## config.mk

```make
export PLATFORM = sky130hd
export DESIGN_NAME = ss_shift_engine_flat
export DESIGN_NICKNAME = d
export VERILOG_FILES = /design/src/rtl/ss_pkg.sv /design/src/rtl/ss_shift_engine_if.sv /design/src/rtl/ss_lane.sv /design/src/rtl/ss_shift_engine.sv /design/src/flat_wrapper.sv
export SDC_FILE = /design/constraint.sdc
export NUM_CORES = 1
export LEC_CHECK = 0
export CELL_PAD_IN_SITES_DETAIL_PLACEMENT = 2
export CELL_PAD_IN_SITES_GLOBAL_PLACEMENT = 2
export CORE_MARGIN = 4
export CORE_UTILIZATION = 25
export CTS_CLUSTER_SIZE = 12
export DETAILED_ROUTE_END_ITERATION = 6
export PLACE_DENSITY_LB_ADDON = 0.3
export SLEW_MARGIN = 20
export SYNTH_ARGS = -nofsm -noshare
export SYNTH_HDL_FRONTEND = slang
export SYNTH_SLANG_ARGS = --single-unit
export TNS_END_PERCENT = 100
```

## constraint.sdc

```tcl
create_clock -name clk -period 1.8 [get_ports clk]
set_clock_uncertainty 0.2 [all_clocks]
set_input_delay 0.18 -clock clk [delete_from_list [all_inputs] [get_ports clk]]
set_output_delay 0.18 -clock clk [all_outputs]
set_load 0.02 [all_outputs]
```

## src/rtl/ss_pkg.sv

```systemverilog
// Shared definitions for the ss_shift_engine block: mode codes, FSM states
// and the lane fill-bit selector.
package ss_pkg;

  localparam logic [1:0] SS_SISO   = 2'b00;
  localparam logic [1:0] SS_SIPO   = 2'b01;
  localparam logic [1:0] SS_PISO   = 2'b10;
  localparam logic [1:0] SS_ROTATE = 2'b11;

  typedef enum logic [1:0] {
    IDLE,
    SHIFT,
    HOLD
  } state_t;

  typedef enum logic [1:0] {
    FILL_SER,
    FILL_ZERO,
    FILL_ROT
  } fill_sel_t;

endpackage

```

## src/rtl/ss_shift_engine_if.sv

```systemverilog
// Bus bundle of ss_shift_engine: control, serial lanes, both parallel
// handshakes, status and the FSM state for observation.
interface ss_shift_engine_if #(
  parameter int WIDTH = 8,
  parameter int LANES = 1
);
  localparam int CW = $clog2(WIDTH);

  logic                   en;
  logic [1:0]             mode;
  logic                   dir;
  logic [LANES-1:0]       ser_in;
  logic [LANES-1:0]       ser_out;
  logic [LANES*WIDTH-1:0] par_in;
  logic                   par_in_valid;
  logic                   par_in_ready;
  logic [LANES*WIDTH-1:0] par_out;
  logic                   par_out_valid;
  logic                   par_out_ready;
  logic                   busy;
  logic [CW-1:0]          bit_cnt;
  ss_pkg::state_t         state;

  modport master (
    output en, mode, dir, ser_in, par_in, par_in_valid, par_out_ready,
    input  ser_out, par_in_ready, par_out, par_out_valid, busy, bit_cnt, state
  );

  modport slave (
    input  en, mode, dir, ser_in, par_in, par_in_valid, par_out_ready,
    output ser_out, par_in_ready, par_out, par_out_valid, busy, bit_cnt, state
  );

endinterface

```

## src/rtl/ss_lane.sv

```systemverilog
// One WIDTH-bit shift lane: parallel load, shift in either direction, and a
// fill bit taken from the serial input, zero, or the outgoing bit.
module ss_lane
  import ss_pkg::*;
#(
  parameter int WIDTH = 8
) (
  input  logic             clk,
  input  logic             rst,
  input  logic             load,
  input  logic             shift,
  input  logic             dir,
  input  fill_sel_t        fill_sel,
  input  logic             fill_in,
  input  logic [WIDTH-1:0] word_in,
  output logic [WIDTH-1:0] q,
  output logic             ser_out
);

  logic [WIDTH-1:0] reg_q, reg_d;
  logic             fill;

  always_comb begin
    ser_out = dir ? reg_q[0] : reg_q[WIDTH-1];
    case (fill_sel)
      FILL_SER: fill = fill_in;
      FILL_ROT: fill = ser_out;
      default:  fill = 1'b0;
    endcase
    reg_d = reg_q;
    if (load) begin
      reg_d = word_in;
    end else if (shift) begin
      reg_d = dir ? {fill, reg_q[WIDTH-1:1]} : {reg_q[WIDTH-2:0], fill};
    end
  end

  always_ff @(posedge clk or posedge rst) begin
    if (rst) reg_q <= '0;
    else     reg_q <= reg_d;
  end

  assign q = reg_q;

endmodule

```

## src/rtl/ss_shift_engine.sv

```systemverilog
// LANES parallel shift lanes under one FSM: SISO delay line, SIPO deserialiser,
// PISO serialiser; mode 11 is a circular ROTATE only when SS_ROTATE_EN is defined.
module ss_shift_engine
  import ss_pkg::*;
#(
  parameter int WIDTH = 8,
  parameter int LANES = 1
) (
  input  logic             clk,
  input  logic             rst,
  ss_shift_engine_if.slave bus
);

  localparam int CW = $clog2(WIDTH);
  localparam logic [CW-1:0] LAST = CW'(WIDTH - 1);

  state_t          state_q, state_d;
  logic [CW-1:0]   cnt_q, cnt_d;
  logic [1:0]      mode_q, mode_d;
  logic            dir_q, dir_d;
  logic            pov_q, pov_d;
  logic [1:0]      mode_n;
  logic            eff_dir;
  logic            shift, load, pir;
  fill_sel_t       fill_sel;
  logic [LANES*WIDTH-1:0] lane_q;
  logic [LANES-1:0]       lane_so;

  always_comb begin
    mode_n = bus.mode;
`ifndef SS_ROTATE_EN
    if (bus.mode == SS_ROTATE) mode_n = SS_SISO;
`endif
  end

  // Mode/dir inputs act directly while idle; once busy the latched copies rule.
  assign eff_dir = (state_q == IDLE) ? bus.dir : dir_q;

  // Handshakes: a word moves on a rising edge where valid & ready are both high
  // and en=1; valid never waits on ready, ready is zero whenever en=0.
  always_comb begin
    state_d  = state_q;
    cnt_d    = cnt_q;
    mode_d   = mode_q;
    dir_d    = dir_q;
    pov_d    = pov_q;
    shift    = 1'b0;
    load     = 1'b0;
    pir      = 1'b0;
    fill_sel = FILL_SER;
    if (bus.en) begin
      case (state_q)
        IDLE: begin
          mode_d = mode_n;
          dir_d  = bus.dir;
          case (mode_n)
            SS_SIPO: begin
              state_d = SHIFT;
              cnt_d   = '0;
            end
`ifdef SS_ROTATE_EN
            SS_PISO, SS_ROTATE: begin
`else
            SS_PISO: begin
`endif
              pir = 1'b1;
              if (bus.par_in_valid) begin
                load    = 1'b1;
                state_d = SHIFT;
                cnt_d   = '0;
              end
            end
            default: shift = 1'b1;
          endcase
        end
        SHIFT: begin
          shift = 1'b1;
          case (mode_q)
            SS_PISO: fill_sel = FILL_ZERO;
`ifdef SS_ROTATE_EN
            SS_ROTATE: fill_sel = FILL_ROT;
`endif
            default: fill_sel = FILL_SER;
          endcase
          if (cnt_q == LAST) begin
            cnt_d = '0;
            case (mode_q)
              SS_SIPO: begin
                state_d = HOLD;
                pov_d   = 1'b1;
              end
              SS_PISO: begin
                pir = 1'b1;
                if (bus.par_in_valid) load = 1'b1;
                else                  state_d = IDLE;
              end
`ifdef SS_ROTATE_EN
              SS_ROTATE: if (bus.mode != SS_ROTATE) state_d = IDLE;
`endif
              default: state_d = IDLE;
            endcase
          end else begin
            cnt_d = cnt_q + 1'b1;
          end
        end
        HOLD: begin
          if (bus.par_out_ready) begin
            pov_d   = 1'b0;
            state_d = SHIFT;
            cnt_d   = '0;
          end
        end
        default: state_d = IDLE;
      endcase
    end
  end

  always_ff @(posedge clk or posedge rst) begin
    if (rst) begin
      state_q <= IDLE;
      cnt_q   <= '0;
      mode_q  <= SS_SISO;
      dir_q   <= 1'b0;
      pov_q   <= 1'b0;
    end else begin
      state_q <= state_d;
      cnt_q   <= cnt_d;
      mode_q  <= mode_d;
      dir_q   <= dir_d;
      pov_q   <= pov_d;
    end
  end

  for (genvar k = 0; k < LANES; k++) begin : g_lane
    ss_lane #(.WIDTH(WIDTH)) u_lane (
      .clk      (clk),
      .rst      (rst),
      .load     (load),
      .shift    (shift),
      .dir      (eff_dir),
      .fill_sel (fill_sel),
      .fill_in  (bus.ser_in[k]),
      .word_in  (bus.par_in[k*WIDTH +: WIDTH]),
      .q        (lane_q[k*WIDTH +: WIDTH]),
      .ser_out  (lane_so[k])
    );
  end

  assign bus.par_out       = lane_q;
  assign bus.ser_out       = lane_so;
  assign bus.par_in_ready  = pir;
  assign bus.par_out_valid = pov_q;
  assign bus.busy          = (state_q != IDLE);
  assign bus.bit_cnt       = cnt_q;
  assign bus.state         = state_q;

endmodule
```

## src/flat_wrapper.sv

```systemverilog
// flat-port wrapper written by rule: the top's interface ports become plain ports
module ss_shift_engine_flat import ss_pkg::*;
#(
  parameter int WIDTH = 8,
  parameter int LANES = 1
)
  (clk, rst, bus_en, bus_mode, bus_dir, bus_ser_in, bus_par_in, bus_par_in_valid, bus_par_out_ready, bus_ser_out, bus_par_in_ready, bus_par_out, bus_par_out_valid, bus_busy, bus_bit_cnt, bus_state);
  ss_shift_engine_if #(.WIDTH(WIDTH), .LANES(LANES)) bus_i ();
  input  logic clk;
  input  logic rst;
  input wire logic [$bits(bus_i.en)-1:0] bus_en;
  input wire logic [$bits(bus_i.mode)-1:0] bus_mode;
  input wire logic [$bits(bus_i.dir)-1:0] bus_dir;
  input wire logic [$bits(bus_i.ser_in)-1:0] bus_ser_in;
  input wire logic [$bits(bus_i.par_in)-1:0] bus_par_in;
  input wire logic [$bits(bus_i.par_in_valid)-1:0] bus_par_in_valid;
  input wire logic [$bits(bus_i.par_out_ready)-1:0] bus_par_out_ready;
  output wire logic [$bits(bus_i.ser_out)-1:0] bus_ser_out;
  output wire logic [$bits(bus_i.par_in_ready)-1:0] bus_par_in_ready;
  output wire logic [$bits(bus_i.par_out)-1:0] bus_par_out;
  output wire logic [$bits(bus_i.par_out_valid)-1:0] bus_par_out_valid;
  output wire logic [$bits(bus_i.busy)-1:0] bus_busy;
  output wire logic [$bits(bus_i.bit_cnt)-1:0] bus_bit_cnt;
  output wire logic [$bits(bus_i.state)-1:0] bus_state;
  assign bus_i.en = bus_en;
  assign bus_i.mode = bus_mode;
  assign bus_i.dir = bus_dir;
  assign bus_i.ser_in = bus_ser_in;
  assign bus_i.par_in = bus_par_in;
  assign bus_i.par_in_valid = bus_par_in_valid;
  assign bus_i.par_out_ready = bus_par_out_ready;
  assign bus_ser_out = bus_i.ser_out;
  assign bus_par_in_ready = bus_i.par_in_ready;
  assign bus_par_out = bus_i.par_out;
  assign bus_par_out_valid = bus_i.par_out_valid;
  assign bus_busy = bus_i.busy;
  assign bus_bit_cnt = bus_i.bit_cnt;
  assign bus_state = bus_i.state;
  ss_shift_engine #(.WIDTH(WIDTH), .LANES(LANES)) u_core (.clk(clk), .rst(rst), .bus(bus_i));
endmodule
```

==> results of run 1 <==
## per-stage QoR
step	setup TNS [ps]	hold WS [ps]	util, %	setup slack, ps
after floorplan	-219	-94.1	-	-98.3
after CTS	-916	68.3	42.0	-138
after global placement	-3510	316	38.2	-328
after detailed placement	-4580	343	38.2	-391
after global routing	-1710	99.4	42.2	-190
final	-1060	57.8	42.2	-134
## registers in the layout, summed over array words and instances (netlist names)
signal,flops
u_core.g_lane.u_lane.q,8
u_core.bus.bit_cnt,3
u_core.bus.state,2
u_core.mode_q,2
u_core.bus.par_out_valid,1
u_core.dir_q,1
## area by class of cell
class | instances | share of cell area [%]
Timing Repair Buffer | 59 | 29.1
Tap cell | 52 | 3.49
Inverter | 5 | 1.01
Sequential cell | 17 | 23.0
Clock buffer | 4 | 2.42
Multi-Input combinational cell | 87 | 40.9
## synth_stat cells (2+ instances only)
master,instances
a21boi_0,2
a22o_1,3
nand2_1,13
mux2_2,3
o211ai_2,6
mux2i_1,7
nor3_1,2
o21a_1,2
inv_1,5
nand3_1,7
nor3b_1,2
buf_2,2
o21ai_1,5
nor2_1,5
a31oi_1,2
dfrtp_1,17
o21ai_0,3
nor2b_1,3
ha_1,5
## cell families after synthesis
logic type	after synthesis	synth area share (%)
mux	12	12.0
buf+inv	9	4.13
simple gates	40	18.9
compound gates	30	22.6
flops	17	37.0
fa+ha+maj	5	5.43
## where the power goes
| part | internal [mW] | leakage [nW] | switching (mW) | total [mW] |
|---|---|---|---|---|
| sequential | 0.551 | 0.209 | 0.188 | 0.739 |
| clock | 0.157 | 0.0228 | 0.141 | 0.298 |
| combinational | 0.855 | 0.585 | 0.759 | 1.61 |
## layer usage
layer	global-route usage, %	routed length, µm
met1	19.0	1740
met2	26.8	2090
met3	2.11	116
met4	4.66	14
met5	0	0
## worst min-delay path by stage
stage | endpoint | slack [ps] | cells after the start
finish | u_core.bus.par_out_valid | 60 | 3
global route | u_core.bus.par_out_valid | 100 | 3
CTS | u_core.bus.bit_cnt[2] | 70 | 3
detailed placement | u_core.bus.state[0] | 340 | 3
global placement | u_core.bus.par_out_valid | 320 | 3
floorplan | u_core.bus.bit_cnt[2] | -90 | 1
## worst max-delay path, stage by stage (launching register included)
cell and delay (ps):
dfrtp_2 430, ha_4 170, ha_4 150, and4b_4 180, buf_6 120, o211ai_4 270, nand2_4 150, o211ai_2 180
## repair_timing
| action | CTS | global route |
|---|---|---|
| endpoints found under the setup margin | 16 | 13 |
| pin swaps | 12 | 6 |
| gates cloned | 0 | 0 |
| resized for setup | 34 | 3 |
| hold endpoints to repair | 0 | 0 |
| setup buffers | 5 | 1 |
==> reports/results.ini, run 1 <==
[status]
status = complete, but fails checks
violations = negative setup slack

[cts]
cts_buffers = 3
clock-root-buffer = clkbuf_8
cts_tree = built
clockBufferDepth = 2
clock-sinks = 17
path_clk_slew_ps = 70
clk_latency_ps = 250
cts_hold_buffers = 0
h-tree-depth = 1

[timing]
relSlewSlack_pct = 73.9
finalSetupViolations = 10
tightest_slew_ps = 387
setup_ws_ps = -134
rsz0062_at_grt = true
period_minus_slack_ps = 1930
hold_viol = 0
fmax_ghz = 0.517
drv_slew = 0
finalCritPeriodShare_pct = 107

[place]
hpwl_um = 3070
place_congestion = 0.789
placed_area_um2 = 1690
port_buffers = 33
dp.cells = 215

[grt]
grt_max_degree = 21
track_usage_pct = 15.2
antenna_found_initial = 0
grt_overflow = 0
grt_pass1_vias = 1272
grt_pass1_wl_um = 6510

[power_and_ir_drop]
p_leak_nw = 0.816
powerDensity_nw_per_um2 = 1420
power_mw = 2.65
ir_drop_mv = 0.432

[synth]
synth-main-ff-cell = dfrtp_1
yosysTopAreaCellShare_pct = 37.0
synth_area_leader_cell = dfrtp_1
syn_avg_cell_area_um2 = 10.2
ys_types = 38
yosysWarnings = 0
netlist_area_um2 = 1150
syn_inst = 113
async_flop_share_pct = 100
synth.area.top_cells = dfrtp_1 37%, o211ai_2 6.5%, mux2i_1 6.1%, ha_1 5.4%, nand2_1 4.2%
synth_edf_count = 0
ys_seq_area_share_pct = 37.0
synth-seq-cells = 17
synthesis.nets = 135

[critical_path]
critPathLaunch = u_core.bus.bit_cnt[0]
reg2reg_to = u_core.g_lane[0].u_lane.q[5]
path_max_fanout = 6
reg2regPathDepth = 7
cp.arrival_ps = 1910
r2r_start = u_core.bus.bit_cnt[0]
required_ps = 1780
critPathKind = flip-flop to flip-flop
endpoint_kind = flip-flop
critPathLaunchType = flip-flop
endpoint = u_core.g_lane[0].u_lane.q[5]
reg2reg_setup_slack_ps = -130

[layout]
final_nets = 195
stdcell_area_um2 = 1860
final_common_cell = clkdlybuf4s50_1
drive_gt1_share_pct = 36.6
layout_common_cells = 25 x clkdlybuf4s50_1, 22 x buf_4, 14 x dfrtp_1
diodes = 0
areaGrowthSynthToFinish_pct = 62.0
register_area_um2 = 429
multi_input_area_um2 = 763
final_cells = 224
fill_cells = 462

[die]
die_area_um2 = 5750
dieHeight_um = 75.9
core_um2 = 4410
fp.dieW_um = 75.9
io_pins = 34
initial_core_util_pct = 26.1
rows = 24

[routing]
vias = 1112
wl_um = 3960
wire_per_inst_um = 17.7
drc = 0
ant_nets = 0
viasPerCell = 4.96
drtPass1Iterations = 4
drt_iter0_drc = 35

[run]
maxCapViolCount = 0

[hold_path]
hp-class = primary input to async pin

Note: power is estimated with default switching activity, not from simulation.
==> inputs of run 2 (changes only) <==
- ABC_AREA: unset -> 1
- CORE_ASPECT_RATIO: unset -> 0.7
- CORE_UTILIZATION: 25 -> 22
==> run 2 against run 1 <==
The run still ends with negative setup slack left. Core utilization is 5.1 points lower. Combinational power is 27% higher. Final cell count is 30% higher. Maximum frequency is 3.6% higher. Register-to-register slack better by 70 ps. Clock power is 5% higher. Critical endpoint is now bus_par_in_ready.
==> reports/results.ini, run 2 <==
[critical_path]
reg2reg_to = u_core.g_lane[0].u_lane.q[0]
path_buf_inv = 2
path_max_fanout = 3
cpPeakStageDelay_ps = 370
reg2reg_setup_slack_ps = -60
crit_chain = ha_2, ha_4, nand3_2, o21ai_2, inv_2, nor2_4, buf_6
crit_family = flip-flops
endpoint_kind = primary output
critPathKind = flip-flop to primary output
reg2regPathDepth = 10
required_ps = 1420
r2r_start = u_core.bus.bit_cnt[1]
critPathLaunchType = flip-flop
cpMaxStageDelayCell = dfrtp_1
cp.arrival_ps = 1490

[die]
io_pins = 34
rows = 21
fp.dieW_um = 93.8
core_um2 = 4890
die_area_um2 = 6380
dieHeight_um = 68.1
initial_core_util_pct = 23.2

[layout]
largest_reg_flops = 8
layout_common_cells = 52 x nand2_1, 28 x clkdlybuf4s50_1, 23 x nand3_1, 23 x buf_4, 22 x inv_1
areaGrowthSynthToFinish_pct = 60.3
final_nets = 246
diodes = 0
finalCoreUtilization_pct = 37.2
drive_gt1_share_pct = 24.2
final_common_cell = nand2_1

[power_and_ir_drop]
p_switching_mw = 1.48
internal-power_mw = 1.61
p_sw_share_pct = 47.9
power_mw = 3.09
share_comb_of_total_power_pct = 66.3
power_frac_seq_pct = 23.6
powerDensity_nw_per_um2 = 1700
ir_drop_mv = 0.393
power_frac_clock_pct = 10.1
p_leak_nw = 0.936

[synth]
yosysTopAreaCellShare_pct = 37.5
synth-seq-cells = 17
yosys-top-cells-count = 52 x nand2_1, 24 x nand3_1, 23 x inv_1
netlist_area_um2 = 1130
async_flop_share_pct = 100
synth_area_leader_cell = dfrtp_1
synth.area.top_cells = dfrtp_1 38%, nand2_1 17%, nand3_1 11%, inv_1 7.6%, ha_1 5.5%
syn_inst = 164
syn_avg_cell_area_um2 = 6.91
ys_seq_area_share_pct = 37.5
ys_types = 23
synth.most_common_cell = nand2_1
synthesis.nets = 186
synth-main-ff-cell = dfrtp_1
synth_edf_count = 0
yosysWarnings = 0

[cts]
cts_buffers = 3
cts_tree = built
path_clk_slew_ps = 80
clk_latency_ps = 270
clockBufferDepth = 2
clock-sinks = 17
h-tree-depth = 1
clock-root-buffer = clkbuf_8

[routing]
drtPass1Iterations = 4
drt_iter0_drc = 46
highest_layer = met4
drc = 0
vias = 1300
dr_wl_met2_um = 2080
viasPerCell = 4.45
wire_per_inst_um = 14.8
wl_um = 4330
ant_nets = 0
routed-wl-met3_um = 138
wl_met1_um = 2080

[hold_path]
hp-class = primary input to async pin

[status]
violations = negative setup slack
status = complete, but fails checks

[grt]
track_usage_pct = 15.3
antenna_found_initial = 0
grt_overflow = 0
grt_max_degree = 22
grt_pass1_wl_um = 7480
grt_pass1_vias = 1446

[timing]
period_minus_slack_ps = 1870
setup_ws_ps = -67.0
drv_slew = 0
tightest_slew_ps = 362
fmax_ghz = 0.536
finalSetupTns_ps = -340
finalSetupViolations = 9
finalCritPeriodShare_pct = 104
relSlewSlack_pct = 75.8
hold_viol = 0
rsz0062_at_grt = true

[place]
hpwl_um = 3600
port_buffers = 33
place_congestion = 0.826

[run]
maxCapViolCount = 0

## run 2: cell types whose count changed after synthesis, sizes merged, moves of 4 or more
cell	delta
nand3	+18
o211ai	-8
inv	+21
mux2i	-8
mux2	-4
nand2	+42
o21ai	+6
## run 2: final cells by class
type / instances / area [µm²]
well taps: 69 / 86.3
repair buffers: 57 / 522
flip-flops and latches: 17 / 428
fillers: 597 / 3070
multi-input cells: 119 / 638
inverters: 26 / 97.6
clock buffers: 4 / 45.0
## run 2: cell families after synthesis
| logic type | Yosys count | synth area share, % |
|---|---|---|
| and+or+nand+nor | 95 | 36.9 |
| buffers and inverters | 28 | 10.3 |
| AOI/OAI and AO/OA | 18 | 9.05 |
| DFF | 17 | 37.5 |
| adders and majority gates | 5 | 5.52 |
| xor gates and xnor gates | 1 | 0.773 |
## run 2: power by group through the flow
stage / Clock (mW) / Combinational [mW] / Sequential [mW]
finish: 0.313 / 2.05 / 0.728
global route: 0.334 / 2.28 / 0.761
CTS: 0.324 / 2.04 / 0.729
detailed placement: 0 / 2.04 / 0.727
global placement: 0 / 1.95 / 0.705
floorplan: 0 / 0.866 / 0.886
## run 2: metal layers
metal  up-vias  global-route usage (%)
li1        639                       -
met1       635                    19.9
met2        21                    25.9
met3         5                    3.52
met4         0                    3.78
met5         -                       0
## run 2: stage by stage
stage	hold WS, ps	cell area, µm²	worst slack, ps	cells
3_5_place_dp	275	1730	-390	287
5_1_grt	82.3	1820	-145	292
6_report	41.3	1820	-67.0	292
3_3_place_gp	261	1730	-327	287
4_1_cts	50.5	1790	-82.6	291
2_1_floorplan	-94.0	1140	7.80	164
## run 2: repair_timing
| action | 4_1_cts | 5_1_grt |
|---|---|---|
| hold buffers | 0 | 0 |
| pin swaps | 1 | 1 |
| setup endpoints to repair | 12 | 18 |
| resized for setup | 21 | 8 |
| gates cloned | 0 | 0 |
| setup buffers | 0 | 1 |
## run 2: worst max-delay path by stage
stage	from	end	slack, ps	depth (start not counted)
floorplan	u_core.bus.bit_cnt[1]	u_core.g_lane[0].u_lane.q[1]	8	8
global placement	bus_mode[0]	bus_par_in_ready	-330	8
global route	u_core.bus.bit_cnt[1]	u_core.g_lane[0].u_lane.q[5]	-150	9
finish	u_core.bus.bit_cnt[1]	bus_par_in_ready	-70	7
detailed placement	bus_mode[0]	bus_par_in_ready	-390	8
CTS	u_core.bus.bit_cnt[1]	bus_par_in_ready	-80	7
## run 2: worst min-delay path, cell delays in order
cell and delay, ps:
clkdlybuf4s50_1 400, inv_1 50, buf_4 260
==> inputs of run 3 (changes only) <==
- PLACE_DENSITY: unset -> 0.75
- PLACE_DENSITY_LB_ADDON: 0.3 -> unset
==> run 3 against run 2 <==
The run still ends with negative setup slack left. Design area increased by 12%. Sequential cell count is the same. Critical path depth increased by 2.
==> reports/results.ini, run 3 (synthesis gave the netlist of run 2 again) <==
[layout]
largest_reg_flops = 8
final_nets = 250
drive_gt1_share_pct = 31.7
final_cells = 296
layout_common_cells = 47 x nand2_1, 26 x clkdlybuf4s50_1, 24 x buf_4
fill_cells = 572
areaGrowthSynthToFinish_pct = 79.8
final_common_cell = nand2_1
diodes = 0
stdcell_area_um2 = 2040

[hold_path]
hp-class = primary input to async pin

[cts]
clockBufferDepth = 2
h-tree-depth = 1
cts_buffers = 3
clock-root-buffer = clkbuf_8
cts_hold_buffers = 0
clk_latency_ps = 260
path_clk_slew_ps = 80
clock-sinks = 17
cts_tree = built

[timing]
period_minus_slack_ps = 1870
setup_ws_ps = -67.8
relSlewSlack_pct = 76.6
drv_slew = 0
fmax_ghz = 0.535
rsz0062_at_grt = true
finalCritPeriodShare_pct = 104
finalSetupTns_ps = -485
holdWs_ps = 35.5
finalSetupViolations = 11
tightest_slew_ps = 350
hold_viol = 0

[place]
placed_area_um2 = 1720
hpwl_um = 3460
place_congestion = 0.807
port_buffers = 33
dp.cells = 286

[critical_path]
cp_common_cell = ha_4
critPathLaunchType = flip-flop
cpPeakStageDelay_ps = 390
cp.arrival_ps = 1820
critPathKind = flip-flop to flip-flop
endpoint_kind = flip-flop
required_ps = 1760
crit_chain = ha_4, ha_4, nand3_2, o21ai_2, buf_6, nand3_4, buf_16, o21ai_4, nand2_1
path_max_fanout = 5
cpMaxStageDelayCell = dfrtp_2
reg2reg_setup_slack_ps = -70
path_buf_inv = 2
crit_family = flip-flops

[grt]
grt_max_degree = 18
track_usage_pct = 16.4
grt_pass1_vias = 1544
grt_overflow = 0
antenna_found_initial = 0
grt_pass1_wl_um = 7870

[status]
violations = negative setup slack
status = complete, but fails checks

[routing]
ant_nets = 0
wire_per_inst_um = 17.5
viasPerCell = 4.67
drtPass1Iterations = 4
wl_um = 5180
drc = 0
vias = 1383
drt_iter0_drc = 57

[die]
core_um2 = 4890
io_pins = 34
initial_core_util_pct = 23.2
rows = 21
dieHeight_um = 68.1
die_area_um2 = 6380
fp.dieW_um = 93.8

[power_and_ir_drop]
ir_drop_mv = 0.450
p_leak_nw = 1.04
powerDensity_nw_per_um2 = 1680

[run]
maxCapViolCount = 0

[run 3: changes by cell type in the layout (fill, tap and decap cells not counted), moves of 3 or more]
| cell | previous run | this run |
|---|---|---|
| nand3_1 | 23 | 15 |
| nand3_2 | 2 | 5 |
| nand3_4 | 0 | 5 |
| nand2_2 | 4 | 7 |
| nand2_1 | 52 | 47 |
[run 3: repair_timing]
action / 4_1_cts / 5_1_grt
setup buffers: 2 / 1
setup endpoints to repair: 13 / 20
pin swaps: 5 / 9
gates cloned: 2 / 1
gates resized for setup: 34 / 21
[run 3: path summary, 6_finish.rpt]
check	from	cells after the start	to
max in group asynchronous	rst	3	u_core.bus.bit_cnt[0]
min reg2reg	u_core.g_lane[0].u_lane.q[6]	2	u_core.g_lane[0].u_lane.q[6]
max	u_core.bus.bit_cnt[0]	9	u_core.g_lane[0].u_lane.q[5]
min	rst	3	u_core.g_lane[0].u_lane.q[3]
min in group clk	bus_par_in[2]	3	u_core.g_lane[0].u_lane.q[2]
max reg2reg	u_core.bus.bit_cnt[0]	9	u_core.g_lane[0].u_lane.q[5]
[run 3: final cells by class]
| type | count | area [µm²] | share of cell area, % |
|---|---|---|---|
| inverters | 26 | 97.6 | 4.79 |
| clock buffers | 4 | 45.0 | 2.21 |
| repair buffers | 61 | 613 | 30.1 |
| flip-flops and latches | 17 | 427 | 20.9 |
| multi-input cells | 119 | 769 | 37.8 |
| well taps | 69 | 86.3 | 4.24 |
[run 3: per-stage QoR]
step | setup slack (ps) | util, % | total power, mW
2_1_floorplan | 7.80 | - | 1.75
3_3_place_gp | -346 | 35.2 | 2.68
4_1_cts | -121 | 39.2 | 3.20
3_5_place_dp | -420 | 35.2 | 2.76
5_1_grt | -155 | 41.7 | 3.69
6_report | -67.8 | 41.7 | 3.42
[run 3: where the power goes]
group          switching, mW  total, mW  internal, mW  leakage (nW)
sequential             0.180      0.748         0.568         0.212
combinational           1.38       2.36         0.986         0.805
clock                  0.154      0.312         0.158        0.0228
[run 3: tightest hold or removal path: cells and delay by family]
family	cells	cell delay, ps
buffers and inverters	3	700
[run 3: layer usage]
layer | GRT usage [%] | part of all wire [%] | routed length, µm | up-vias
li1 | - | - | - | 651
met1 | 21.0 | 46 | 2380 | 686
met2 | 28.6 | 47 | 2460 | 38
met3 | 3.52 | 5.0 | 260 | 8
met4 | 3.60 | 1.5 | 78 | 0
met5 | 0 | 0 | 0 | -
==> RTL change 1 (config.mk and constraints of run 2) <==
Reset style: synchronous (`rst`), changed in 2 clocked blocks.
--- a/src/rtl/ss_lane.sv
+++ b/src/rtl/ss_lane.sv
@@ -35,7 +35,7 @@
     end
   end
 
-  always_ff @(posedge clk or posedge rst) begin
+  always_ff @(posedge clk) begin
     if (rst) reg_q <= '0;
     else     reg_q <= reg_d;
   end
--- a/src/rtl/ss_shift_engine.sv
+++ b/src/rtl/ss_shift_engine.sv
@@ -115,7 +115,7 @@
     end
   end
 
-  always_ff @(posedge clk or posedge rst) begin
+  always_ff @(posedge clk) begin
     if (rst) begin
       state_q <= IDLE;
       cnt_q   <= '0;
Check against the original RTL: differs if rst is asserted again (counterexample within 4 cycles, from zero or initial values and one cycle with rst high); with rst held inactive, the same outputs for 10 cycles.
==> RTL change 1 against run 2 <==
Worst setup slack better by 0.073 ns; cell area is 7.9% higher; wire length up 17%; synthesized area rose by 4.2%; sequential cell count did not move; count of clock-buffer cells in the layout did not move.
Power is not compared: it rests on default switching activity, and its combinational part moved more than twofold at a synthesized area within 25%.
==> RTL change 1: results (changes against run 2) <==
| Metric | Value |
|---|---|
| Status | complete, no violations (was finished with violations) |
| Origin of the worst setup path | u_core.bus.bit_cnt[0]$_SDFFE_PP0P_ (was u_core.bus.bit_cnt[1]$_DFFE_PP0P_) |
| Sequential area share after synthesis | 28.81% (was 37.53%) |
| PortBufs | 33 (unchanged) |
| RePlAce Congestion | 0.7317 (was 0.8262) |
| Worst EP arrival | 1.41 ns (was 1.49 ns) |
| Worst-margin pin slew | 0.2980 ns (was 0.3621 ns) |
| Number of flip-flops in the largest register | 8 (unchanged) |
| Met1 WL | 2.630 mm (was 2.077 mm) |
| # nets final | 275 (was 246) |
| Reg2reg end | u_core.g_lane[0].u_lane.q[6]$_SDFFE_PP0P_ (was u_core.g_lane[0].u_lane.q[0]$_DFFE_PP0P_) |
| Hold WS | 0.2535 ns (was 0.04133 ns) |
| Clk_lat worst skew | 0.26 ns |
| Level count of the clock H-tree | 1 (unchanged) |
| Clock Pin Slew Worst Setup and Hold Paths | 0.07 ns |
| Reg2reg setup slack | 0.02 ns (was -0.06 ns) |
| Post-synth ARST share | 0% (was 100.0%) |
| Initial antenna violation count | 0 (unchanged) |
| Global-route wire length before repair | 8.390 mm (was 7.479 mm) |
| First drt pass iteration count | 4 (unchanged) |
| Vias per cell | 4.451 (was 4.452) |
| Root Buffer | clkbuf_8 (unchanged) |
| Cell variety after synth | 22 (was 23) |
| Multiplexer area fraction after synthesis | 0% (unchanged) |
| Hpwl dp | 3.982 mm (was 3.600 mm) |
| Hold path cells | 2 |
| Peak VDD IR | 0.2079 mV |
| Worst Reg-to-Reg Cells | 10 (unchanged) |
| Syn nets | 210 (was 186) |
| Post-Synth XOR/XNOR Area | 0% (was 0.7726%) |
| Synth top area cells | dfxtp_1 29%, nand2_1 17%, inv_1 7.9%, nor2_1 7.9%, o21ai_0 5.9% (was dfrtp_1 38%, nand2_1 17%, nand3_1 11%, inv_1 7.6%, ha_1 5.5%) |
| # diodes | 0 (unchanged) |
| Share of cells above drive strength 1 | 25.00% (was 24.22%) |
| Via count of the first global-routing pass | 1,567 (was 1,446) |
| Synth top cells by count | 54 x nand2_1, 25 x inv_1, 25 x nor2_1, 17 x dfxtp_1, 14 x o21ai_0 (was 52 x nand2_1, 24 x nand3_1, 23 x inv_1, 17 x dfrtp_1) |
| Hold Path Class | flip-flop to flip-flop (was input port to async pin) |
| Synth Area in Compound Gates | 10.91% (was 9.051%) |
| Crit-path max FO | 2 (was 3) |
| Largest net degree at the start of global routing | 16 (was 22) |
| Post-Synth Adder-Cell Area | 5.297% (was 5.519%) |
| Top sig layer | met4 (unchanged) |
| Routed WL per cell | 15.63 µm (was 14.84 µm) |
| Post-place setup slack | -0.3950 ns (was -0.3905 ns) |
| DR WL met2 | 2.224 mm (was 2.076 mm) |
| Initial DRC Count | 43 (was 46) |
| Metal3 WL | 181 µm (was 138 µm) |
| Total GRT Usage | 16.22% (was 15.31%) |
| Leak | 0.9520 nW |
| CP max-delay cell | dfxtp_4 (was dfrtp_1) |
RTL change 1: cell families (layout without fill, tap and decap cells):
family                     count (synthesis)  after routing
AOI/OAI and AO/OA                         22             22
buffers and inverters                     32             96
and+or+nand+nor                          112            112
DFF                                       17             17
adders and majority gates                  5              5
RTL change 1: routing by layer:
metal / vias up / track usage, %
li1: 730 / -
met1: 684 / 24.28
met5: - / 0
met4: 0 / 2.366
met2: 26 / 23.96
met3: 2 / 3.579
RTL change 1: worst max-delay path: cells and delay by family (launching register included):
kind,cells,cell delay [ns]
AO/OA/AOI/OAI,1,0.15
buffers and inverters,2,0.20
AND/OR/NAND/NOR,2,0.16
flip-flops,1,0.36
adder cells (fa/ha/maj),2,0.28
RTL change 1: area by class of cell:
cell class	count	area (µm²)
fill	634	3271
multi-input combinational	139	785.8
timing repair buffer	66	590.6
sequential	17	350.3
inverter	26	97.59
tap	72	90.09
clock buffer	4	45.04
RTL change 1: stage by stage:
| step | std cells | cell area [µm²] |
|---|---|---|
| 3_5_place_dp | 319 | 1827 |
| 4_1_cts | 324 | 1931 |
| 6_report | 324 | 1959 |
| 3_3_place_gp | 319 | 1827 |
| 5_1_grt | 324 | 1959 |
| 2_1_floorplan | 188 | 1209 |
RTL change 1: worst max-delay path by stage:
stage | to | slack, ns | cells after the start
2_1_floorplan | u_core.g_lane[0].u_lane.q[1]$_SDFFE_PP0P_ | 0.003 | 10
3_3_place_gp | bus_par_in_ready | -0.32 | 8
3_5_place_dp | u_core.bus.bit_cnt[2]$_SDFFE_PP0P_ | -0.40 | 9
4_1_cts | bus_par_in_ready | -0.02 | 7
5_1_grt | u_core.g_lane[0].u_lane.q[6]$_SDFFE_PP0P_ | -0.08 | 11
6_report | bus_par_in_ready | 0.006 | 7
RTL change 1: repair_timing:
| action | in CTS | in global routing |
|---|---|---|
| gates resized for setup | 25 | 18 |
| setup buffers | 1 | 0 |
| setup endpoints to repair | 19 | 17 |
| pin swaps | 7 | 9 |
RTL change 1: power breakdown:
| group | internal (W) | total [W] | switching (W) |
|---|---|---|---|
| logic | 0.000228 | 0.000497 | 0.000269 |
| registers | 0.000410 | 0.000445 | 0.0000355 |
| clock network | 0.000157 | 0.000298 | 0.000141 |
==> RTL change 2 (config.mk and constraints of run 2) <==
Made on the original files. `WIDTH` is set to 8 in 4 places; all go to 32.
--- a/src/rtl/ss_shift_engine_if.sv
+++ b/src/rtl/ss_shift_engine_if.sv
@@ -1,7 +1,7 @@
 // Bus bundle of ss_shift_engine: control, serial lanes, both parallel
 // handshakes, status and the FSM state for observation.
 interface ss_shift_engine_if #(
-  parameter int WIDTH = 8,
+  parameter int WIDTH = 32,
   parameter int LANES = 1
 );
   localparam int CW = $clog2(WIDTH);
--- a/src/rtl/ss_lane.sv
+++ b/src/rtl/ss_lane.sv
@@ -3,7 +3,7 @@
 module ss_lane
   import ss_pkg::*;
 #(
-  parameter int WIDTH = 8
+  parameter int WIDTH = 32
 ) (
   input  logic             clk,
   input  logic             rst,
--- a/src/rtl/ss_shift_engine.sv
+++ b/src/rtl/ss_shift_engine.sv
@@ -3,7 +3,7 @@
 module ss_shift_engine
   import ss_pkg::*;
 #(
-  parameter int WIDTH = 8,
+  parameter int WIDTH = 32,
   parameter int LANES = 1
 ) (
   input  logic             clk,
--- a/src/flat_wrapper.sv
+++ b/src/flat_wrapper.sv
@@ -1,7 +1,7 @@
 // flat-port wrapper written by rule: the top's interface ports become plain ports
 module ss_shift_engine_flat import ss_pkg::*;
 #(
-  parameter int WIDTH = 8,
+  parameter int WIDTH = 32,
   parameter int LANES = 1
 )
   (clk, rst, bus_en, bus_mode, bus_dir, bus_ser_in, bus_par_in, bus_par_in_valid, bus_par_out_ready, bus_ser_out, bus_par_in_ready, bus_par_out, bus_par_out_valid, bus_busy, bus_bit_cnt, bus_state);
Ports: changed (resized bus_bit_cnt, bus_par_in and bus_par_out); port bits go from 34 to 84. The function was not compared with the original's and may differ.
==> RTL change 2 against run 2 <==
Worst setup slack worse by 0.29 ns; sequential cell count up 26; register-to-register slack worse by 0.30 ns; synthesized cell count up 140%; total power rose to 2.5 times the old value; cell area rose to 2.7 times the old value; critical path depth up 4; highest routed layer unchanged; largest cell class unchanged; critical endpoint is now u_core.g_lane[0].u_lane.q[20]$_DFFE_PP0P_; worst hold slack worse by 0.042 ns; non-clock buffer count up 92; wire length rose to 3.0 times the old value; the flow finishes with violations (negative hold slack, negative setup slack); critical path type is now flip-flop to flip-flop; synthesized area up 140%.
==> RTL change 2: results (changes against run 2) <==
| Metric | Value |
|---|---|
| Post-Synth Adder-Cell Area | 2.298% (was 5.519%) |
| Failing checks | negative hold slack, negative setup slack (was negative setup slack) |
| Root Buffer | clkbuf_16 (was clkbuf_8) |
| Met2 global-route usage | 30.15% (was 25.91%) |
| Post-place setup slack | -0.3797 ns (was -0.3905 ns) |
| Via count of the first global-routing pass | 3,535 (was 1,446) |
| # nets final | 579 (was 246) |
| Routed WL per cell | 19.01 µm (was 14.84 µm) |
| Synth Flop Type | dfrtp_1 (unchanged) |
| Leak | 2.390 nW (was 0.9360 nW) |
| Number of flip-flops in the largest register | 32 (was 8) |
| Status | finished with violations (unchanged) |
| Multiplexer area fraction after synthesis | 0.4136% (was 0%) |
| Hold Path Class | input port to async pin (unchanged) |
| Peak VDD IR | 0.4618 mV (was 0.3930 mV) |
| Fillers | 1,339 (was 597) |
| Worst-margin pin slew | 0.4117 ns (was 0.3621 ns) |
| Hold WS | -0.0002481 ns (was 0.04133 ns) |
| Syn avg cell area | 6.824 µm² (was 6.912 µm²) |
| Clk_lat worst skew | 0.29 ns (was 0.27 ns) |
| Worst Reg-to-Reg Cells | 11 (was 10) |
| Crit-path max FO | 11 (was 3) |
| Worst Slack Setup Final | -0.3581 ns (was -0.06696 ns) |
| Setup TNS | -10.39 ns (was -0.3404 ns) |
| Post-Synth XOR/XNOR Area | 0.6434% (was 0.7726%) |
| Total CTS buffers | 5 (was 3) |
| Initial DRC Count | 111 (was 46) |
| Switching power | 0.003754 W (was 0.001479 W) |
| Hpwl dp | 8.531 mm (was 3.600 mm) |
| Hold Violations, Final | 1 (was 0) |
| Inst Count DP | 660 (was 287) |
| Largest net degree at the start of global routing | 43 (was 22) |
| Via count | 3,269 (was 1,300) |
| RePlAce Congestion | 0.7725 (was 0.8262) |
| M3 GR Usage | 2.371% (was 3.516%) |
| Synth top cells by count | 130 x nand2_1, 84 x nand3_1, 48 x inv_1, 43 x dfrtp_1, 20 x o21ai_0 (was 52 x nand2_1, 24 x nand3_1, 23 x inv_1, 17 x dfrtp_1) |
| Syn nets | 445 (was 186) |
| Level count of the clock H-tree | 2 (was 1) |
| Global-route wire length before repair | 18.80 mm (was 7.479 mm) |
| Share of cells above drive strength 1 | 30.15% (was 24.22%) |
| PortBufs | 83 (was 33) |
| M1 GR Usage | 21.52% (was 19.93%) |
| Total GRT Usage | 16.68% (was 15.31%) |
| Vias per cell | 4.731 (was 4.452) |
| Initial antenna violation count | 0 (unchanged) |
| Ys Warns | 0 (unchanged) |
| Placed cell area | 0.004154 mm² (was 0.001725 mm²) |
| Synth Area in Compound Gates | 8.088% (was 9.051%) |
| Worst EP arrival | 2.13 ns (was 1.49 ns) |
| Final setup fails | 36 (was 9) |
| Synth top area cells | dfrtp_1 40%, nand2_1 18%, nand3_1 15%, inv_1 6.6%, o21ai_0 3.7% (was dfrtp_1 38%, nand2_1 17%, nand3_1 11%, inv_1 7.6%, ha_1 5.5%) |
| Sequential area share after synthesis | 39.52% (was 37.53%) |
[RTL change 2: cell count changes in the layout (fill, tap and decap cells not counted), sizes merged, moves of 2 or more]
cell                  run 2  this run
nand2                    56       132
nand3                    25        87
clkdlybuf4s50            28        72
buf                      26        66
dfrtp                    17        43
o21ai                    14        38
inv                      26        49
clkbuf                    5        10
dlygate4sd2               1         5
a21oi                     3         6
dlymetal6s2s              1         3
[RTL change 2: worst max-delay path: stages (launching register included)]
cell     delay [ns]
dfrtp_2        0.39
ha_4           0.14
inv_2          0.04
nor3_2         0.11
ha_2           0.24
nand3_2        0.10
nand2_2        0.09
buf_6          0.13
nand3_4        0.18
buf_12         0.22
o21ai_2        0.11
nand2_1        0.07
[RTL change 2: metal layers]
layer	wire, µm	up-vias
met4	121	0
li1	-	1549
met3	378	8
met5	0	-
met2	6683	59
met1	5953	1653
[RTL change 2: path summary, 6_finish.rpt]
| kind | end | slack [ns] | from |
|---|---|---|---|
| worst max-delay path | u_core.g_lane[0].u_lane.q[20]$_DFFE_PP0P_ | -0.36 | u_core.bus.bit_cnt[1]$_DFFE_PP0P_ |
| worst min-delay path | u_core.g_lane[0].u_lane.q[22]$_DFFE_PP0P_ | -0.0002 | rst |
| worst max register to register | u_core.g_lane[0].u_lane.q[20]$_DFFE_PP0P_ | -0.36 | u_core.bus.bit_cnt[1]$_DFFE_PP0P_ |
| worst min register to register | u_core.g_lane[0].u_lane.q[15]$_DFFE_PP0P_ | 0.35 | u_core.g_lane[0].u_lane.q[15]$_DFFE_PP0P_ |
| max in group asynchronous | u_core.bus.state[0]$_DFFE_PP0P_ | 0.95 | rst |
| min in group clk | u_core.mode_q[1]$_DFFE_PP0P_ | 0.18 | bus_mode[1] |
[RTL change 2: area by class of cell]
cell class                      count  area, µm²  area share (%)
Multi-Input combinational cell    285       1712           35.04
Timing Repair Buffer              149       1574           32.22
Sequential cell                    43       1081           22.13
Tap cell                          157      196.4           4.022
Inverter                           49      183.9           3.765
Clock buffer                        7      132.6           2.715
Clock inverter                      1      5.005          0.1025
[RTL change 2: repair_timing]
action,CTS,global route
hold buffers,0,0
endpoints found under the hold margin,0,0
setup endpoints to repair,46,45
buffers inserted,11,2
resized for setup,50,54
gates cloned,3,7
pin swaps,6,16
[RTL change 2: power groups by stage]
stage	Sequential [W]	Clock, W	Combinational (W)
after floorplan	0.00220	0	0.00191
after global placement	0.00181	0	0.00430
after detailed placement	0.00185	0	0.00448
after CTS	0.00182	0.000957	0.00470
after global routing	0.00191	0.00100	0.00552
final	0.00185	0.000920	0.00506
[RTL change 2: cells by family after synthesis]
family | Yosys count
simple gates | 232
buf+inv | 72
compound gates | 44
flops | 43
fa+ha+maj | 5
xor+xnor | 2
mux | 1
